<file path="src/rtl/pic24_rst_ctrl.sv">
// rtl/pic24_rst_ctrl.sv - reset release sequencer, instruction-cycle enable and sticky reset-cause register
module pic24_rst_ctrl #(
    parameter int RST_HOLD_CYCLES = 8,
    parameter int STARTUP_CYCLES  = 64,
    parameter int CLK_DIV         = 2
) (
    input  logic       clk50M_i,
    input  logic       rst_ni,
    input  logic       swrst_i,
    input  logic       wdt_to_i,
    input  logic       trap_i,
    input  logic [3:0] rcon_clr_i,
    output logic       periph_rst_no,
    output logic       cpu_rst_no,
    output logic       fcy_en_o,
    output logic [3:0] rcon_o
);

    // One counter serves both the hold and the startup phase, so size it for the longer one.
    localparam int CNT_MAX = (RST_HOLD_CYCLES > STARTUP_CYCLES) ? RST_HOLD_CYCLES : STARTUP_CYCLES;
    localparam int CNT_W   = (CNT_MAX > 1) ? $clog2(CNT_MAX) : 1;
    localparam int DIV_W   = (CLK_DIV > 1) ? $clog2(CLK_DIV) : 1;

    localparam logic [CNT_W-1:0] HOLD_LAST    = CNT_W'(RST_HOLD_CYCLES - 1);
    localparam logic [CNT_W-1:0] STARTUP_LAST = CNT_W'(STARTUP_CYCLES - 1);
    localparam logic [DIV_W-1:0] DIV_LAST     = DIV_W'(CLK_DIV - 1);

    typedef enum logic [1:0] {
        ST_POR     = 2'd0,
        ST_HOLD    = 2'd1,
        ST_STARTUP = 2'd2,
        ST_RUN     = 2'd3
    } state_t;

    state_t           state_q;
    state_t           state_d;
    logic [CNT_W-1:0] cnt_q;
    logic [CNT_W-1:0] cnt_d;
    logic [DIV_W-1:0] div_q;
    logic [DIV_W-1:0] div_d;
    logic             periph_d;
    logic             cpu_d;
    logic [3:0]       rcon_d;
    logic             req;
    logic [3:0]       rcon_set;

    // Any internal source restarts the sequence; the POR cause bit is never set from here.
    assign req      = swrst_i | wdt_to_i | trap_i;
    assign rcon_set = {trap_i, swrst_i, wdt_to_i, 1'b0};

    // State register: external reset wins over every other input, including the clear strobes.
    always_ff @(posedge clk50M_i) begin
        if (!rst_ni) begin
            state_q       <= ST_POR;
            cnt_q         <= '0;
            div_q         <= '0;
            periph_rst_no <= 1'b0;
            cpu_rst_no    <= 1'b0;
            rcon_o        <= 4'b0001;
        end else begin
            state_q       <= state_d;
            cnt_q         <= cnt_d;
            div_q         <= div_d;
            periph_rst_no <= periph_d;
            cpu_rst_no    <= cpu_d;
            rcon_o        <= rcon_d;
        end
    end

    // Next-state logic: phase counting, divider wrap, and restart on an internal request.
    always_comb begin
        state_d = state_q;
        cnt_d   = cnt_q;
        div_d   = div_q;
        case (state_q)
            ST_POR: begin
                state_d = ST_HOLD;
                cnt_d   = '0;
            end
            ST_HOLD: begin
                if (cnt_q == HOLD_LAST) begin
                    state_d = ST_STARTUP;
                    cnt_d   = '0;
                end else begin
                    cnt_d = cnt_q + CNT_W'(1);
                end
            end
            ST_STARTUP: begin
                if (cnt_q == STARTUP_LAST) begin
                    state_d = ST_RUN;
                    cnt_d   = '0;
                    div_d   = '0;
                end else begin
                    cnt_d = cnt_q + CNT_W'(1);
                end
            end
            ST_RUN: begin
                div_d = (div_q == DIV_LAST) ? '0 : div_q + DIV_W'(1);
            end
            default: begin
                state_d = ST_POR;
                cnt_d   = '0;
                div_d   = '0;
            end
        endcase
        if (req && (state_q != ST_POR)) begin
            state_d = ST_HOLD;
            cnt_d   = '0;
            div_d   = '0;
        end
    end

    // Output decode: reset levels follow the next state so they register together with it.
    always_comb begin
        periph_d = (state_d == ST_STARTUP) || (state_d == ST_RUN);
        cpu_d    = (state_d == ST_RUN);
        // Set beats clear on the same bit in the same cycle.
        rcon_d   = (rcon_o & ~rcon_clr_i) | rcon_set;
    end

    // Instruction-cycle enable decoded from registered state only, so no input reaches it directly.
    assign fcy_en_o = (state_q == ST_RUN) && (div_q == DIV_LAST);

endmodule
</file>
<file path="config.mk">
export PLATFORM = sky130hd
export DESIGN_NAME = pic24_rst_ctrl
export DESIGN_NICKNAME = d
export VERILOG_FILES = /design/src/rtl/pic24_rst_ctrl.sv
export SDC_FILE = /design/constraint.sdc
export NUM_CORES = 1
export LEC_CHECK = 0
export BUFFER_PORTS_ARGS = -buffer_cell sky130_fd_sc_hd__buf_2
export CORE_UTILIZATION = 52
export CTS_CLUSTER_SIZE = 25
export DETAILED_ROUTE_END_ITERATION = 8
export GPL_ROUTABILITY_DRIVEN = 0
export PLACE_DENSITY = 0.82
export RECOVER_POWER = 25
export SLEW_MARGIN = 0
export SYNTH_ARGS = -nofsm -noshare
export SYNTH_HDL_FRONTEND = slang
export SYNTH_SLANG_ARGS = --single-unit
</file>
<file path="constraint.sdc">
create_clock -name clk50M_i -period 1.9 [get_ports clk50M_i]
set_clock_uncertainty 0.15 [all_clocks]
set_input_delay 0.095 -clock clk50M_i [delete_from_list [all_inputs] [get_ports clk50M_i]]
set_output_delay 0.095 -clock clk50M_i [all_outputs]
set_load 0.02 [all_outputs]
</file>
==> impl_metrics.tcl <==
set metrics [dict create \
    status "finished clean" \
    cts_buffer_depth 2 \
    synth_most_common_cell "dfxtp_1" \
    grt_pass1_vias 658 \
    reg2reg_depth 5 \
    ir_drop_v 0.000423 \
    p_per_area_mw_per_mm2 606 \
    whs_path_depth 2 \
    gr-total-overflow 0 \
    vias_per_cell 5.76 \
    hpwlAfterDp_mm 1.27 \
    dieArea_mm2 0.00171 \
    core_area_mm2 0.00137 \
    startpoint_type "flip-flop" \
    grt_setup_unrepaired "false" \
    hold_viol_final 0 \
    nFillCells 112 \
    period_share_pct 96.2 \
    synth-seq-area-share_pct 37.3 \
    syn-num-nets 105 \
    min-delay-path-class "flip-flop to flip-flop" \
    regArea_um2 300 \
    fmax_ghz 0.547 \
    synth_top_area_share_pct 37.3 \
    via_count 766 \
    netlist_area_um2 805 \
    first_pass_iters 4 \
    io_pins 16 \
    cts_root_buffer "clkbuf_4" \
    ant_nets 0 \
    final_max_slew_viol_count 0 \
    clock_latency_ns 0.29 \
    drive_gt1_share_pct 18.6 \
    postCtsSetupRepairBufs 0 \
    worst_ep_required_time_ns 1.96 \
    synth_ff_type "dfxtp_1" \
    drv_cap 0 \
    synth_cells 90 \
    drc 0 \
    tritoncts "built" \
    leakagePower_nw 0.387 \
    numCtsBuffers 3 \
    yosysTopAreaCell "dfxtp_1" \
    n_antenna_cell 0 \
    synth_compound_area_share_pct 27.2 \
    place_area_um2 895 \
    clk_pin_slew_ns 0.10 \
    synthAdderAreaFrac_pct 9.33 \
    synth_area_leaders "dfxtp_1, ha_1, a21oi_1, o21a_1, nor2_1" \
    worst_setup_path_end_kind "flip-flop" \
    clock-sinks 15 \
    grt_max_degree 10 \
    fin_crit_ns 1.83 \
    num_rows 13 \
    ys_types 37 \
    cp_max_fo 7 \
    async_flop_share_pct 0 \
    fin_tns_setup_ns 0 \
    synth_warnings 0 \
    worstSetupPathType "flip-flop to flip-flop" \
    cp.arrival_ns 1.89 \
    grt_usage_pct 23.9 \
    yosys-top-cells-count "dfxtp_1, nor2_1, a21oi_1, ha_1" \
    worstMarginPinSlew_ns 0.301 \
    fin_cells 133 \
    synth_top_family_by_area "compound AO/OA/AOI/OAI gates" \
    yosys.area_share.xor_xnor_pct 0 \
    multi_input_area_um2 462 \
    yosys.area_share.simple_pct 20.5 \
    portBuffers 15 \
    maxSlewHeadroom_pct 79.7 \
    drt-wirelength-per-cell_um 13.9 \
    grt_pass1_wl_mm 2.64 \
    drt_iter0_markers 16 \
    fp.dieH_um 41.3 \
    dp.cells 120 \
    finalInstanceArea_mm2 0.00101 \
    drt_wl_total_mm 1.85 \
    start_util_pct 58.9 \
    antenna_found_initial 0 \
    syn2layout_area_growth_pct 25.4 \
    synth_mux_area_share_pct 0 \
    avgSynthCellArea_um2 8.94 \
    synth_edf_count 0 \
    ys_seq_elements 15 \
    die_w_um 41.3 \
    finalSetupViolCount 0 \
    htreeDepth 1 \
    num-nets-final 134 \
]
-- placed cells by master (no fill, tap or decap), types with 2 or more instances in the layout --
master          n
nor2_1          7
o21a_1          4
and3_1          2
clkbuf_4        3
a31oi_1         3
o21ai_0         3
inv_1           5
nor2b_1         3
buf_4           3
nor3_1          2
clkbuf_1        5
buf_2          10
a21oi_1         6
ha_1            5
dfxtp_1        15
o21ai_1         2
o211ai_1        2
dlygate4sd3_1   9
nand3_1         2
nand2_1         5
-- routing by layer --
metal | wire length (µm) | vias to the layer above | GRT usage (%)
met5 | 0 | - | 0
met4 | 25 | 0 | 9.68
met3 | 50 | 5 | 3.72
met2 | 976 | 16 | 45.3
met1 | 792 | 355 | 26.1
li1 | - | 390 | -
-- kinds of logic (layout without fill, tap and decap cells) --
logic type,count (synthesis),after routing
buf+inv,8,36
simple gates,30,30
compound gates,31,31
fa+ha+maj,6,6
flops,15,15
-- area by class of cell --
type	count	share of cell area, %
Tap cell	15	1.86
Clock buffer	3	2.23
Inverter	5	1.86
Timing Repair Buffer	27	18.0
Multi-Input combinational cell	67	45.8
Clock inverter	1	0.496
Sequential cell	15	29.8
-- repair_timing --
action | in CTS | in global routing
endpoints found under the hold margin | 5 | 0
endpoints found under the setup margin | 0 | 1
gates resized for setup | 0 | 1
hold buffers | 9 | 0
-- power breakdown --
group	leakage [nW]	switching, mW	internal, mW
clock	0.0177	0.112	0.0781
combinational	0.247	0.0476	0.0464
sequential	0.122	0.00459	0.323
-- critical path, cell delays in order, from the launching register on --
cell	delay [ns]
dfxtp_1	0.41
inv_1	0.09
ha_1	0.35
o21ai_2	0.12
or4_1	0.48
a31oi_1	0.15
-- final timing paths --
path	startpoint	to	slack [ns]
min	cnt_q[0]	cnt_q[0]	0.36
min reg2reg	cnt_q[0]	cnt_q[0]	0.36
max reg2reg	state_q[1]	cnt_q[5]	0.07
max	state_q[1]	cnt_q[5]	0.07
-- per-stage QoR --
stage / hold slack, ns / util (%) / worst slack [ns] / total power [mW]
after floorplan: 0.0212 / - / 0.226 / 0.381
after global placement: 0.132 / 65.5 / 0.183 / 0.409
after detailed placement: 0.145 / 65.5 / 0.130 / 0.412
after CTS: 0.365 / 74.1 / 0.100 / 0.605
after global routing: 0.395 / 73.8 / 0.0158 / 0.626
final: 0.363 / 73.8 / 0.0725 / 0.611
-- state kept, by name, summed over array words and instances (netlist names) --
| signal | flops |
|---|---|
| state_q | 2 |
| rcon_o | 4 |
| cnt_q | 6 |
| periph_rst_no | 1 |
| cpu_rst_no | 1 |
| div_q | 1 |
Power figures use the tool's default switching activity.
